===== config.mk =====
export PLATFORM = sky130hd
export DESIGN_NAME = calc_arbiter
export DESIGN_NICKNAME = d
export VERILOG_FILES = /design/src/rtl/calc_pkg.sv /design/src/rtl/rr_arbiter.sv /design/src/rtl/calc_arbiter.sv
export SDC_FILE = /design/constraint.sdc
export NUM_CORES = 1
export LEC_CHECK = 0
export ABC_AREA = 0
export BUFFER_PORTS_ARGS = -buffer_cell sky130_fd_sc_hd__buf_2
export CORE_MARGIN = 8
export CORE_UTILIZATION = 52
export DETAILED_ROUTE_END_ITERATION = 10
export GPL_TIMING_DRIVEN = 0
export HOLD_SLACK_MARGIN = 0.12
export PLACE_DENSITY = 0.8
export RECOVER_POWER = 25
export SETUP_SLACK_MARGIN = 0.05
export SLEW_MARGIN = 10
export SYNTH_ARGS = -nofsm -noshare
export SYNTH_HDL_FRONTEND = slang
export SYNTH_SLANG_ARGS = --single-unit

===== constraint.sdc =====
create_clock -name clk -period 3.05 [get_ports clk]
set_clock_uncertainty 0.15 [all_clocks]
set_input_delay 0.1525 -clock clk [delete_from_list [all_inputs] [get_ports clk]]
set_output_delay 0.1525 -clock clk [all_outputs]
set_load 0.005 [all_outputs]

===== src/rtl/calc_pkg.sv =====
// Shared definitions for the calculator arbiter: op codes, op field layout,
// FSM state encoding and the fixed error result values.
package calc_pkg;

  typedef struct packed {
    logic       ms;
    logic [2:0] op;
  } calc_opcode_t;

  localparam logic [3:0] OP_ADD      = 4'b0000;
  localparam logic [3:0] OP_SUB      = 4'b0001;
  localparam logic [3:0] OP_MUL      = 4'b0010;
  localparam logic [3:0] OP_DIV      = 4'b0011;
  localparam logic [3:0] OP_SQR      = 4'b1100;
  localparam logic [3:0] OP_CUBE     = 4'b1101;
  localparam logic [3:0] OP_FACT     = 4'b1110;
  localparam logic [3:0] OP_PASS_ADD = 4'b1111;

  typedef enum logic [1:0] {
    IDLE,
    ISSUE,
    WAIT,
    RESP
  } calc_arb_state_t;

  localparam logic [6:0] CALC_DIV0_RESULT    = 7'h7F;
  localparam logic [6:0] CALC_ILLEGAL_RESULT = 7'h00;
  localparam logic [6:0] CALC_TIMEOUT_RESULT = 7'h00;

  function automatic logic calc_op_legal(input calc_opcode_t o);
    return o inside {OP_ADD, OP_SUB, OP_MUL, OP_DIV,
                     OP_SQR, OP_CUBE, OP_FACT, OP_PASS_ADD};
  endfunction

  function automatic logic calc_op_div0(input calc_opcode_t o, input logic [2:0] b);
    return (o == OP_DIV) && (b == 3'b000);
  endfunction

endpackage


===== src/rtl/rr_arbiter.sv =====
// Round-robin arbiter: one-hot grant searched from the pointer upward;
// on advance the pointer moves to one past the current grant.
module rr_arbiter #(
  parameter int unsigned N_REQ = 4
) (
  input  logic             clk,
  input  logic             reset,
  input  logic [N_REQ-1:0] req,
  input  logic             advance,
  output logic [N_REQ-1:0] grant
);
  localparam int unsigned PW = $clog2(N_REQ);

  logic [PW-1:0] ptr;
  logic [PW-1:0] ptr_nxt;
  int unsigned   pos;

  // Priority level i is position (ptr + i) mod N_REQ; first valid level wins.
  always_comb begin
    grant = '0;
    pos   = 0;
    for (int unsigned i = 0; i < N_REQ; i++) begin
      pos = 32'(ptr) + i;
      if (pos >= N_REQ) pos = pos - N_REQ;
      for (int unsigned j = 0; j < N_REQ; j++) begin
        if (grant == '0 && req[j] && pos == j) grant[j] = 1'b1;
      end
    end
  end

  always_comb begin
    ptr_nxt = ptr;
    for (int unsigned j = 0; j < N_REQ; j++) begin
      if (grant[j]) ptr_nxt = PW'((j + 1) % N_REQ);
    end
  end

  always_ff @(posedge clk) begin
    if (reset)        ptr <= '0;
    else if (advance) ptr <= ptr_nxt;
  end

endmodule


===== src/rtl/calc_arbiter.sv =====
// Shares one multi-cycle calculator engine among N_REQ requesters with
// per-requester result memory. Optional WAIT watchdog: CALC_ARB_TIMEOUT_EN.
module calc_arbiter
  import calc_pkg::*;
#(
  parameter int unsigned N_REQ   = 4,
  parameter int unsigned TIMEOUT = 64
) (
  input  logic               clk,
  input  logic               reset,
  input  logic [N_REQ-1:0]   req_valid,
  output logic [N_REQ-1:0]   req_ready,
  input  logic [N_REQ*4-1:0] req_op,
  input  logic [N_REQ*3-1:0] req_a,
  input  logic [N_REQ*3-1:0] req_b,
  input  logic [N_REQ-1:0]   req_chain,
  output logic [N_REQ-1:0]   rsp_valid,
  output logic [6:0]         rsp_result,
  output logic               rsp_err,
  output logic               eng_start,
  output logic [3:0]         eng_op,
  output logic [6:0]         eng_a,
  output logic [2:0]         eng_b,
  input  logic               eng_done,
  input  logic [6:0]         eng_result
);
  localparam int unsigned IW = $clog2(N_REQ);

  if (N_REQ < 2 || N_REQ > 8 || TIMEOUT < 1) begin : g_param_check
    $error("calc_arbiter: parameter out of range");
  end

  calc_arb_state_t state, state_nxt;
  logic [N_REQ-1:0] grant;
  logic             accept;
  logic [IW-1:0]    grant_idx;
  logic [IW-1:0]    cur;
  calc_opcode_t     sel_op, cap_op;
  logic [6:0]       sel_a, cap_a, res_q;
  logic [2:0]       sel_b, cap_b;
  logic             sel_bad, sel_div0, err_q, timed_out;
  logic [6:0]       mem [N_REQ];

  // Pointer advances at accept rather than in RESP: no grant can occur in
  // between, and reset clears it either way, so the order seen is identical.
  rr_arbiter #(.N_REQ(N_REQ)) u_rr (
    .clk     (clk),
    .reset   (reset),
    .req     (req_valid),
    .advance (accept),
    .grant   (grant)
  );

  always_comb begin
    grant_idx = '0;
    sel_op    = '0;
    sel_a     = '0;
    sel_b     = '0;
    for (int unsigned i = 0; i < N_REQ; i++) begin
      if (grant[i]) begin
        grant_idx = IW'(i);
        sel_op    = req_op[i*4 +: 4];
        sel_a     = req_chain[i] ? mem[i] : {4'b0000, req_a[i*3 +: 3]};
        sel_b     = req_b[i*3 +: 3];
      end
    end
    sel_bad  = !calc_op_legal(sel_op);
    sel_div0 = calc_op_div0(sel_op, sel_b);
  end

`ifdef CALC_ARB_TIMEOUT_EN
  localparam int unsigned CW = $clog2(TIMEOUT + 1);
  logic [CW-1:0] wait_cnt;

  always_ff @(posedge clk) begin
    if (reset || state != WAIT) wait_cnt <= '0;
    else                        wait_cnt <= wait_cnt + CW'(1);
  end

  assign timed_out = (state == WAIT) && !eng_done && (wait_cnt == CW'(TIMEOUT - 1));
`else
  assign timed_out = 1'b0;
`endif

  always_ff @(posedge clk) begin
    if (reset) state <= IDLE;
    else       state <= state_nxt;
  end

  always_comb begin
    state_nxt = state;
    accept    = 1'b0;
    req_ready = '0;
    eng_start = 1'b0;
    unique case (state)
      IDLE: begin
        if (!reset && grant != '0) begin
          accept    = 1'b1;
          req_ready = grant;
          state_nxt = (sel_bad || sel_div0) ? RESP : ISSUE;
        end
      end
      ISSUE: begin
        eng_start = 1'b1;
        state_nxt = WAIT;
      end
      WAIT: begin
        if (eng_done || timed_out) state_nxt = RESP;
      end
      RESP: state_nxt = IDLE;
      default: state_nxt = IDLE;
    endcase
  end

  always_comb begin
    rsp_valid = '0;
    for (int unsigned i = 0; i < N_REQ; i++) begin
      rsp_valid[i] = (state == RESP) && (cur == IW'(i));
    end
  end

  always_ff @(posedge clk) begin
    if (reset) begin
      cur    <= '0;
      cap_op <= '0;
      cap_a  <= '0;
      cap_b  <= '0;
      res_q  <= '0;
      err_q  <= 1'b0;
      for (int unsigned i = 0; i < N_REQ; i++) mem[i] <= '0;
    end else begin
      if (accept) begin
        cur    <= grant_idx;
        cap_op <= sel_op;
        cap_a  <= sel_a;
        cap_b  <= sel_b;
        if (sel_bad) begin
          res_q <= CALC_ILLEGAL_RESULT;
          err_q <= 1'b1;
        end else if (sel_div0) begin
          res_q <= CALC_DIV0_RESULT;
          err_q <= 1'b1;
        end
      end
      if (state == WAIT) begin
        if (eng_done) begin
          res_q <= eng_result;
          err_q <= 1'b0;
        end else if (timed_out) begin
          res_q <= CALC_TIMEOUT_RESULT;
          err_q <= 1'b1;
        end
      end
      if (state == RESP && !err_q) mem[cur] <= res_q;
    end
  end

  assign eng_op     = cap_op;
  assign eng_a      = cap_a;
  assign eng_b      = cap_b;
  assign rsp_result = res_q;
  assign rsp_err    = err_q;

endmodule


== Yosys cells after proc, flatten, opt, wreduce, memory -nomap -nowiden ==
Memory sizes are Yosys's and may differ from the RTL's.
Index checks and enable logic that the tools add are counted.

* Memories kept: 1
* Bits in writable memories: 28
* Logic and storage cells: 188
* Flip-flop bits (word level): 28
* Output and inout bits: 31

* Magnitude comparators: 4
* Bitwise gates (word level): 1
* Muxes and demuxes: 70
* Add/subtract/negate cells: 7
* Equal/unequal tests: 27
* Reduce and logical (&&, ||, !) cells: 69

{| class="wikitable"
|+ Memory list
! name !! words !! width !! rd ports !! clocked after memory_dff !! wr ports !! line !! RTL
|-
| mem || 4 || 7 || 4 || 0 || 4 || calc_arbiter.sv:42 || <nowiki>logic [6:0] mem [N_REQ];</nowiki>
|}

{| class="wikitable"
|+ Operators by type and width
! kind !! count
|-
| 32-bit by 2-bit == test with 1-bit output (second input constant) || 8
|-
| 32-bit by 1-bit == test with 1-bit output (second input constant) || 4
|-
| 32-bit logical NOT || 4
|-
| 32-bit two-way mux || 4
|-
| 7-bit two-way mux || 14
|-
| 32-bit by 3-bit >= comparator with 1-bit output (second input constant) || 3
|-
| 32-bit by 3-bit subtractor with 32-bit output (second input constant) || 3
|-
| 4-bit logical NOT || 13
|-
| 1-bit logical AND || 38
|-
| 1-bit two-way mux || 31
|-
| 4-bit two-way mux || 6
|-
| 2-bit two-way mux || 10
|-
| 4-bit == test (second input constant) || 4
|-
| 3-bit two-way mux || 4
|-
| 2-bit == test (second input constant) || 4
|-
| 4-bit by 2-bit == test with 1-bit output (second input constant) || 2
|-
| 2-bit one-hot mux with 4 select lines || 1
|-
| 8-bit nonzero test || 1
|-
| 7-bit OR reduction || 1
|-
| 2-bit by 2-bit adder with 3-bit output (second input constant) || 2
|-
| 2-bit logical NOT || 3
|-
| 3-bit logical NOT || 2
|-
| 2-bit by 1-bit == test with 1-bit output (second input constant) || 2
|-
| 4-bit by 1-bit == test with 1-bit output (second input constant) || 1
|-
| other kinds (9) || 13
|}

== Logic depth before layout (Yosys ltp) ==
Gate-level depths: netlist (run 1).

* Depth in word-level cells: 73
* Gate-level depth with buffers: 12

== Modules after synthesis ==
A second synthesis (run 1) with hierarchy kept.

* Cells, all modules: 327
* Area, all modules: 3029.2 um2

{| class="wikitable"
|+ By module, submodules not included
! module !! sequential area each (um2) !! instances !! area an instance (um2) !! cells an instance
|-
| calc_arbiter || 1361.3 || 1 || 2835.2 || 303
|-
| rr_arbiter || 40.0 || 1 || 193.9 || 24
|}

== Worst setup path after synthesis (run 1) ==
Ideal clock, no wire load.

* Kind: register -> register
* From: register u_rr.ptr[1]
* To: register res_q[5] (netlist: rsp_result[5])
* Data arrival time: 2.359 ns
* Cell stages (with the launch flop): 11
* Setup time: 0.086 ns
* Data required time: 2.814 ns
* Path buffers: 2
* Slack: 0.455 ns
* Cell sequence: dfxtp_1 nand2b_1 a21oi_1 or2_2 buf_2 clkbuf_1 nand2_1 o21ai_0 ha_1 a22o_1 a221oi_2

* Longest elaborated chain between the ends: 73
* Elaborated cells on any way between the ends: 121
* Classes of those cells: 7 x add/sub; 4 x order compare; 19 x eq/ne; 35 x mux; 1 x bitwise; 55 x reduce/logical

{| class="wikitable"
|+ Ends and longest elaborated chain
! item !! line !! RTL
|-
| start: declaration || rr_arbiter.sv:14 || <nowiki>logic [PW-1:0] ptr;</nowiki>
|-
| start signal: assignment || rr_arbiter.sv:40 || <nowiki>else if (advance) ptr <= ptr_nxt;</nowiki>
|-
| 2-bit by 3-bit subtractor with 4-bit output or 2-bit by 3-bit >= comparator with 1-bit output (tied branches) || rr_arbiter.sv:24 || <nowiki>if (pos >= N_REQ) pos = pos - N_REQ;</nowiki>
|-
| 32-bit two-way mux || rr_arbiter.sv:24 ||
|-
| 32-bit logical NOT || rr_arbiter.sv:26 || <nowiki>if (grant == '0 && req[j] && pos == j) grant[j] = 1'b1;</nowiki>
|-
| 1-bit logical AND || rr_arbiter.sv:26 ||
|-
| 1-bit two-way mux || rr_arbiter.sv:26 ||
|-
| 1-bit NOT || rr_arbiter.sv:26 ||
|-
| 1-bit logical AND (2 in series) || rr_arbiter.sv:26 ||
|-
| 1-bit two-way mux || rr_arbiter.sv:26 ||
|-
| (+56 left out) || -- ||
|-
| 4-bit two-way mux or 3-bit two-way mux (tied branches) || calc_arbiter.sv:60 || <nowiki>if (grant[i]) begin</nowiki>
|-
| 4-bit by 2-bit == test with 1-bit output or 3-bit logical NOT (tied branches) || calc_pkg.sv:31, calc_pkg.sv:36 ||
|-
| 1-bit logical AND || calc_pkg.sv:36 || <nowiki>return (o == OP_DIV) && (b == 3'b000);</nowiki>
|-
| 7-bit two-way mux || calc_arbiter.sv:140 || <nowiki>end else if (sel_div0) begin</nowiki>
|-
| 7-bit two-way mux || calc_arbiter.sv:137 || <nowiki>if (sel_bad) begin</nowiki>
|-
| 7-bit two-way mux * || calc_arbiter.sv:132 || <nowiki>if (accept) begin</nowiki>
|-
| 7-bit two-way mux || calc_arbiter.sv:146 || <nowiki>if (eng_done) begin</nowiki>
|-
| 7-bit two-way mux * || calc_arbiter.sv:145 || <nowiki>if (state == WAIT) begin</nowiki>
|-
| end signal: assignment || calc_arbiter.sv:147 || <nowiki>res_q <= eng_result;</nowiki>
|-
| end: declaration || calc_arbiter.sv:39 || <nowiki>logic [6:0] sel_a, cap_a, res_q;</nowiki>
|}

Mark *: on every way between the ends. The rest lies on a longest branch, timed or not.
A chain may end at the register's enable or synchronous reset.

== Worst setup path in the final report (run 1) ==
* From: register u_rr.ptr[1]
* To: register res_q[4] (netlist: rsp_result[4])

Same word-level chain as after synthesis.

==> results.sh, run 1 <==
export IMPL_synth_area_leaders="edfxtp_1 (28%), dfxtp_1 (19%), nor2_1 (4.9%)"
export IMPL_power_ir_vdd_worst_uv=504
export IMPL_drt_iter0_markers=211
export IMPL_r2r_setup_slack_ns=0.21
export IMPL_dpl_cell_area_um2=3470
export IMPL_syn_mean_instance_area_um2=9.93
export IMPL_root_buffer="clkbuf_8"
export IMPL_critical_path_max_fanout=10
export IMPL_synth_flop_cell="edfxtp_1"
export IMPL_vias_per_cell=5.87
export IMPL_synth_warnings=0
export IMPL_core_area_um2=5510
export IMPL_maxCapViolCount=0
export IMPL_num_rows=27
export IMPL_r2r_end="rsp_result[4]"
export IMPL_clk_path_buf_depth=2
export IMPL_clock_sinks=56
export IMPL_p_int_mw=1.43
export IMPL_h_tree_depth=2
export IMPL_ys_seq_elements=56
export IMPL_period_needed_ns=2.84
export IMPL_grt_antenna_before_repair=0
export IMPL_worst_slew_pin_slew_ns=1.09
export IMPL_worstSetupStartpointType="register"
export IMPL_p_per_area_nw_per_um2=639
export IMPL_rsz0062_at_grt="false"
export IMPL_setup_viol=0
export IMPL_diodes=0
export IMPL_slew_viol_final=0
export IMPL_dp_hpwl_mm=6.56
export IMPL_holdPathStages=5
export IMPL_async_flop_share=0
export IMPL_n_fill_cell=455
export IMPL_grt_pass1_vias=2742
export IMPL_cts_setup_buffers=0
export IMPL_yosysUniqueCellTypes=46
export IMPL_combPwrFrac=0.386
export IMPL_wl_per_cell_um=18.2
export IMPL_start_util=0.539
export IMPL_hold_path_class="primary input to register"
export IMPL_boundaryPins=89
export IMPL_first_pass_iters=5
export IMPL_synthCells=299
export IMPL_fp_dieW_um=91.6
export IMPL_numCtsBuffers=5
export IMPL_yosysTopAreaCell="edfxtp_1"
export IMPL_crit_path_end_kind="register"
export IMPL_port_buffers=82
export IMPL_switchingPower_mw=0.892
export IMPL_clock_latency_ns=0.31
export IMPL_gp_congestion=0.849
export IMPL_grtUsageTotal=0.196
export IMPL_multiInputGateArea_um2=1420
export IMPL_r2r_start="u_rr.ptr[1]"
export IMPL_required_ns=3.13
export IMPL_max_slew_margin=0.267
export IMPL_grt_pass1_wl_mm=13.5
export IMPL_area_growth_pct=22.4
export IMPL_drive_above_1_share=0.257
export IMPL_dieArea_um2=8390
export IMPL_fin_setup_tns_ns=0
export IMPL_syn_nets=362
export IMPL_p_seq_frac=0.430
export IMPL_arrival_ns=2.92
export IMPL_ys_seq_area_frac=0.472
export IMPL_p_leak_nw=1.45
export IMPL_min_to="eng_op[2]"
export IMPL_synth_top_area_frac=0.283
export IMPL_worstRegToRegCells=10
export IMPL_stdcell_area_um2=3640
export IMPL_drt_wl_total_mm=8.54
export IMPL_whs_ns=0.148
export IMPL_grt_ovfl_total=0
export IMPL_ant_nets=0
export IMPL_register_area_um2=1400
export IMPL_power_frac_clock=0.184
export IMPL_num_vias=2755
export IMPL_switching_share=0.384
export IMPL_syn_area_um2=2970
export IMPL_hp_start="req_op[2]"
export IMPL_drc=0
export IMPL_hold_violations=0
export IMPL_cts_tree="built"
export IMPL_status="complete, no violations"
export IMPL_grt_max_degree=20
export IMPL_fmaxAchievable_mhz=352
export IMPL_crit_type="register to register"
export IMPL_nets=459
export IMPL_synth_edff_count=28
export IMPL_die_y_um=91.6
export IMPL_finalCritPeriodShare=0.932
export IMPL_clkSlewWorstSetupHoldPaths_ns=0.11
[cell type report]
cell class	instances	area share
plain buffers	22	0.0296
repair buffers	91	0.130
well taps	72	0.0248
clock buffers	5	0.0189
multi-input cells	207	0.391
flip-flops and latches	56	0.386
inverters	13	0.0134
clock inverters	3	0.00723
[worst max path at each step]
| stage | start | end | slack, ns | cells after the start |
|---|---|---|---|---|
| 4_1_cts | u_rr.ptr[1] | rsp_result[4] | 0.13 | 9 |
| 3_3_place_gp | u_rr.ptr[1] | rsp_result[5] | 0.11 | 9 |
| 5_1_grt | u_rr.ptr[1] | rsp_result[4] | 0.06 | 10 |
| 2_1_floorplan | u_rr.ptr[1] | rsp_result[5] | 0.45 | 10 |
| 6_report | u_rr.ptr[1] | rsp_result[4] | 0.21 | 10 |
| 3_5_place_dp | u_rr.ptr[1] | rsp_result[4] | 0.06 | 9 |
[layout by cell type, fill, tap and decap left out, types with 3 or more instances in the layout]
| cell | n |
|---|---|
| a211oi_1 | 7 |
| edfxtp_1 | 28 |
| and3_1 | 6 |
| dlygate4sd3_1 | 9 |
| a31oi_1 | 13 |
| buf_2 | 61 |
| a311oi_1 | 4 |
| and2_1 | 3 |
| inv_1 | 13 |
| dfxtp_1 | 27 |
| a21oi_1 | 8 |
| a32oi_1 | 6 |
| mux2i_1 | 9 |
| or2_2 | 3 |
| nand2b_1 | 5 |
| nand2_1 | 20 |
| nor2_1 | 39 |
| ha_1 | 5 |
| nor2b_1 | 3 |
| o22ai_1 | 4 |
| o31ai_1 | 5 |
| a31o_2 | 8 |
| nand3_1 | 14 |
| buf_6 | 3 |
| nor3_1 | 5 |
| a221oi_2 | 7 |
| a222oi_1 | 4 |
| mux2_2 | 3 |
| clkbuf_8 | 5 |
| a21o_1 | 3 |
| o21ai_0 | 6 |
| clkbuf_1 | 39 |
[cells by family after synthesis]
| group | count (synthesis) | share of synthesized area |
|---|---|---|
| AOI/OAI and AO/OA | 86 | 0.244 |
| adders and majority gates | 5 | 0.0211 |
| buffers and inverters | 36 | 0.0539 |
| DFF | 56 | 0.472 |
| muxes | 12 | 0.0417 |
| and+or+nand+nor | 104 | 0.168 |
[registers in the layout, summed over array words and instances, names as in the netlist]
signal      cells
cur             2
eng_a           7
eng_b           3
eng_op          4
mem            28
rsp_err         1
rsp_result      7
state           2
u_rr.ptr        2
[worst max-delay path, stage by stage (launching register included)]
cell	delay, ns
dfxtp_2	0.46
a21oi_1	0.12
o211a_1	0.26
buf_2	0.21
a222oi_1	0.36
nand2_1	0.08
o21ai_0	0.12
ha_1	0.22
and3_1	0.21
nand4_4	0.23
a221oi_2	0.33
[per-layer routing]
metal / vias to the layer above / share of wire / GRT usage
met5: - / 0 / 0
met2: 132 / 0.46 / 0.319
met3: 6 / 0.088 / 0.0593
met4: 0 / 0.0060 / 0.0491
li1: 1323 / - / -
met1: 1294 / 0.44 / 0.247
[Yosys cell counts (3+ instances only)]
master / n
nor2_1: 39
dfxtp_1: 28
edfxtp_1: 28
nand2_1: 20
clkbuf_1: 17
nand3_1: 14
a31oi_1: 13
inv_1: 13
mux2i_1: 9
a21oi_1: 8
a31o_2: 8
a211oi_1: 7
a221oi_2: 7
a32oi_1: 6
and3_1: 6
o21ai_0: 6
ha_1: 5
nand2b_1: 5
nor3_1: 5
o31ai_1: 5
a222oi_1: 4
a311oi_1: 4
o22ai_1: 4
a21o_1: 3
and2_1: 3
buf_6: 3
mux2_2: 3
nor2b_1: 3
or2_2: 3
[timing repair]
| item | CTS | global route |
|---|---|---|
| setup endpoints to repair | 2 | 7 |
| endpoints found under the hold margin | 9 | 0 |
| hold buffers | 9 | 0 |
| gates resized for setup | 0 | 3 |
[per-stage QoR]
step	util	worst slack (ns)	std cells	total power, mW
CTS	0.663	0.134	469	2.31
finish	0.660	0.207	469	2.32
global route	0.660	0.0558	469	2.45
detailed placement	0.630	0.0585	453	1.89
floorplan	-	0.455	299	1.60
global placement	0.630	0.110	453	1.86
[power groups by stage]
stage / Sequential (mW) / Clock (mW) / Combinational [mW]
after floorplan: 0.996 / 0 / 0.603
after global placement: 1.00 / 0 / 0.859
after detailed placement: 1.01 / 0 / 0.884
after CTS: 0.992 / 0.426 / 0.896
after global routing: 1.01 / 0.462 / 0.979
final: 0.999 / 0.428 / 0.897
Note: power is estimated with default switching activity, not from simulation.
==> inputs of run 2 (changes only) <==
Settings changed: GPL_TIMING_DRIVEN 0 to unset.
==> results.sh, run 2 (synthesized netlist as in run 1, its figures left out) <==
export IMPL_min_to="rsp_result[1]"
export IMPL_clkSlewWorstSetupHoldPaths_ns=0.10
export IMPL_cts_setup_buffers=0
export IMPL_diodes=0
export IMPL_fmaxAchievable_mhz=357
export IMPL_fin_setup_tns_ns=0
export IMPL_period_needed_ns=2.80
export IMPL_grtUsageTotal=0.193
export IMPL_max_stage_delay_ns=0.49
export IMPL_clk_path_buf_depth=2
export IMPL_gp_congestion=0.834
export IMPL_crit_type="register to register"
export IMPL_fp_dieW_um=91.6
export IMPL_arrival_ns=2.88
export IMPL_hold_path_class="primary input to register"
export IMPL_drc=0
export IMPL_critical_path_top_delay_family="compound AO/OA/AOI/OAI gates"
export IMPL_cts_resized=0
export IMPL_status="complete, no violations"
export IMPL_numCtsBuffers=5
export IMPL_h_tree_depth=2
export IMPL_num_rows=27
export IMPL_required_ns=3.13
export IMPL_cpMaxStageDelayCell="dfxtp_1"
export IMPL_die_y_um=91.6
export IMPL_drt_wl_total_mm=8.40
export IMPL_clock_sinks=56
export IMPL_grt_pass1_wl_mm=13.2
export IMPL_maxCapViolCount=0
export IMPL_worstSetupStartpointType="register"
export IMPL_worstRegToRegCells=8
export IMPL_holdPathStages=3
export IMPL_cp_num_buf_inv=0
export IMPL_core_area_um2=5510
export IMPL_drt_iter0_markers=193
export IMPL_boundaryPins=89
export IMPL_clock_latency_ns=0.31
export IMPL_area_growth_pct=21.4
export IMPL_grt_pass1_vias=2634
export IMPL_vias_per_cell=5.96
export IMPL_drive_above_1_share=0.274
export IMPL_grt_max_degree=30
export IMPL_finalCritPeriodShare=0.918
export IMPL_max_slew_margin=0.392
export IMPL_layout_commonest_cell="buf_2"
export IMPL_worst_slew_pin_slew_ns=0.909
export IMPL_first_pass_iters=6
export IMPL_root_buffer="clkbuf_8"
export IMPL_crit_path_end_kind="register"
export IMPL_rsz0062_at_grt="false"
export IMPL_num_vias=2736
export IMPL_path_depth=8
export IMPL_regMostFlops="mem"
export IMPL_largest_reg_flops=28
export IMPL_r2r_setup_slack_ns=0.25
export IMPL_hp_start="eng_done"
export IMPL_critical_path_max_fanout=12
export IMPL_path_cells="a21oi_1 > o211a_1 > a222oi_1 > nand2_1 > o21ai_0 > ha_1 > a22o_1 > a221oi_2"
export IMPL_dp_hpwl_mm=6.25
export IMPL_wl_per_cell_um=18.3
export IMPL_grt_ovfl_total=0
export IMPL_r2r_start="u_rr.ptr[1]"
export IMPL_nets=449
export IMPL_port_buffers=88
export IMPL_final_cell_mix="buf_2 (66), nor2_1 (39), dfxtp_1 (28), edfxtp_1 (28), clkbuf_1 (24)"
export IMPL_setup_viol=0
export IMPL_slew_viol_final=0
export IMPL_cts_tree="built"
export IMPL_grt_antenna_before_repair=0
export IMPL_hold_violations=0
export IMPL_p_leak_nw=1.47
export IMPL_whs_ns=0.132
export IMPL_dieArea_um2=8390
export IMPL_start_util=0.539
export IMPL_r2r_end="rsp_result[5]"
export IMPL_ant_nets=0
export IMPL_power_ir_vdd_worst_uv=406
export IMPL_p_per_area_nw_per_um2=650
==> run 2: power breakdown <==
group          switching [mW]  internal, mW  total, mW
Clock                   0.251         0.249      0.499
Combinational           0.508         0.341      0.849
Sequential             0.0915         0.902      0.994
Total                   0.850          1.49       2.34
==> run 2: final cells by class <==
| type | instances | area, um2 |
|---|---|---|
| Inverter | 13 | 48.8 |
| Clock inverter | 2 | 38.8 |
| Multi-Input combinational cell | 207 | 1410 |
| Sequential cell | 56 | 1400 |
| Clock buffer | 6 | 72.6 |
| Fill cell | 477 | 1900 |
| Tap cell | 72 | 90.1 |
| Timing Repair Buffer | 103 | 544 |
==> run 2: how the worst max path moves through the flow <==
stage               slack, ns        start             to
finish                   0.25  u_rr.ptr[1]  rsp_result[5]
global route             0.07  u_rr.ptr[0]  rsp_result[5]
CTS                      0.25  u_rr.ptr[1]  rsp_result[5]
detailed placement       0.28  u_rr.ptr[1]  rsp_result[5]
global placement         0.36  u_rr.ptr[0]  rsp_result[5]
floorplan                0.45  u_rr.ptr[1]  rsp_result[5]
==> run 2: metal layers <==
metal	track usage	wire length [um]	vias up
met3	0.0667	789	6
li1	-	-	1302
met4	0.0450	59	0
met2	0.304	3810	144
met5	0	0	-
met1	0.249	3740	1284
==> run 2: what timing repair did <==
| item | CTS | global route |
|---|---|---|
| hold buffers | 9 | 0 |
| hold endpoints to repair | 8 | 0 |
| endpoints found under the setup margin | 0 | 0 |
==> run 2: through the flow <==
stage,power [mW],worst slack [ns],instances,cell area [um2],util
finish,2.34,0.251,459,3600,0.655
global route,2.47,0.0696,459,3600,0.655
CTS,2.35,0.252,459,3640,0.660
detailed placement,1.85,0.277,442,3430,0.624
global placement,1.82,0.360,442,3430,0.624
floorplan,1.60,0.455,299,2970,-
==> run 2: worst min-delay path, stage by stage <==
cell and delay (ns):
buf_2 0.20, nand3_1 0.13, a221oi_2 0.06
==> inputs of run 3 (changes only) <==
Settings changed: CELL_PAD_IN_SITES_DETAIL_PLACEMENT set to 1, CELL_PAD_IN_SITES_GLOBAL_PLACEMENT set to 1, CORE_UTILIZATION 52 to 39, PLACE_DENSITY 0.8 to unset, PLACE_DENSITY_LB_ADDON set to 0.1.
==> results.sh, run 3 (synthesized netlist as in run 1, its figures left out) <==
export IMPL_status="complete, no violations"
export IMPL_cts_setup_buffers=0
export IMPL_crit_path_end_kind="register"
export IMPL_port_buffers=88
export IMPL_fmaxAchievable_mhz=361
export IMPL_grt_ovfl_total=0
export IMPL_hold_path_class="primary input to register"
export IMPL_dieArea_um2=10700
export IMPL_num_rows=32
export IMPL_final_cell_mix="buf_2 (69), nor2_1 (39), dfxtp_1 (28), edfxtp_1 (28)"
export IMPL_root_buffer="clkbuf_8"
export IMPL_stdcell_area_um2=3670
export IMPL_combPwrFrac=0.385
export IMPL_dp_hpwl_mm=7.04
export IMPL_vias_per_cell=5.38
export IMPL_rsz0062_at_grt="false"
export IMPL_critical_path_max_fanout=9
export IMPL_maxCapViolCount=0
export IMPL_grt_pass1_vias=2776
export IMPL_first_pass_iters=4
export IMPL_cts_tree="built"
export IMPL_drt_iter0_markers=107
export IMPL_clkSlewWorstSetupHoldPaths_ns=0.10
export IMPL_p_int_mw=1.43
export IMPL_boundaryPins=89
export IMPL_power_frac_clock=0.180
export IMPL_clock_latency_ns=0.31
export IMPL_period_needed_ns=2.77
export IMPL_ant_nets=0
export IMPL_clk_path_buf_depth=2
export IMPL_core_area_um2=7570
export IMPL_fin_setup_tns_ns=0
export IMPL_die_y_um=103
export IMPL_worst_slack_ns=0.280
export IMPL_nets=454
export IMPL_hold_violations=0
export IMPL_numCtsBuffers=5
export IMPL_regMostFlops="mem"
export IMPL_worst_slew_pin_slew_ns=0.988
export IMPL_grtUsageTotal=0.176
export IMPL_drc=0
export IMPL_power_ir_vdd_worst_uv=330
export IMPL_arrival_ns=2.85
export IMPL_setup_viol=0
export IMPL_grt_antenna_before_repair=0
export IMPL_max_slew_margin=0.339
export IMPL_grt_max_degree=30
export IMPL_p_per_area_nw_per_um2=623
export IMPL_clock_sinks=56
export IMPL_fin_cells=494
export IMPL_finalCritPeriodShare=0.908
export IMPL_h_tree_depth=2
export IMPL_fp_dieW_um=103
export IMPL_diodes=0
export IMPL_finalCoreUtilization=0.485
export IMPL_area_growth_pct=23.5
export IMPL_switchingPower_mw=0.857
export IMPL_required_ns=3.13
export IMPL_start_util=0.393
export IMPL_num_vias=2657
export IMPL_worstSetupStartpointType="register"
export IMPL_total_power_mw=2.28
export IMPL_gp_congestion=0.802
export IMPL_crit_type="register to register"
export IMPL_p_leak_nw=1.50
export IMPL_place_inst=475
export IMPL_switching_share=0.375
export IMPL_slew_viol_final=0
export IMPL_largest_reg_flops=28
export IMPL_drive_above_1_share=0.288
export IMPL_dpl_cell_area_um2=3490
export IMPL_grt_pass1_wl_mm=14.4
export IMPL_drt_wl_total_mm=8.96
export IMPL_whs_ns=0.133
export IMPL_pre_cts_ws_ns=0.224
export IMPL_wl_per_cell_um=18.1
export IMPL_layout_commonest_cell="buf_2"
export IMPL_p_seq_frac=0.435
[run 3: timing repair]
item / CTS / global route
resized for setup: 0 / 1
hold endpoints to repair: 10 / 0
hold buffers: 11 / 0
setup endpoints to repair: 0 / 7
[run 3: cell type report]
cell class / instances / area [um2]
clock buffers: 6 / 72.6
repair buffers: 108 / 594
fillers: 917 / 3900
well taps: 102 / 128
flip-flops and latches: 56 / 1400
multi-input cells: 207 / 1410
inverters: 13 / 48.8
clock inverters: 2 / 13.8
[run 3: worst paths after layout]
check              start             to  slack (ns)  depth (start not counted)
min             eng_done  rsp_result[3]        0.13                          3
max          u_rr.ptr[0]  rsp_result[5]        0.28                          9
min reg2reg    eng_op[2]      eng_op[2]        0.32                          2
max reg2reg  u_rr.ptr[0]  rsp_result[5]        0.28                          9
[run 3: critical path, cell delays in order (launching register included)]
cell	delay [ns]
dfxtp_1	0.50
and2b_1	0.23
o221ai_2	0.23
and2_2	0.29
a222oi_1	0.09
nand2_1	0.09
o21ai_0	0.10
ha_1	0.35
a22o_1	0.36
a221oi_2	0.31
[run 3: power by group through the flow]
stage	clock, mW	combinational, mW	sequential, mW
detailed placement	0	0.882	1.01
global route	0.452	0.979	1.01
floorplan	0	0.603	0.996
finish	0.410	0.880	0.994
CTS	0.425	0.901	0.993
global placement	0	0.873	1.00
[run 3: metal layers]
metal / vias up / part of all wire / track usage
li1: 1302 / - / -
met5: - / 0 / 0
met3: 10 / 0.061 / 0.0355
met4: 0 / 0.014 / 0.0567
met1: 1278 / 0.46 / 0.228
met2: 67 / 0.47 / 0.288
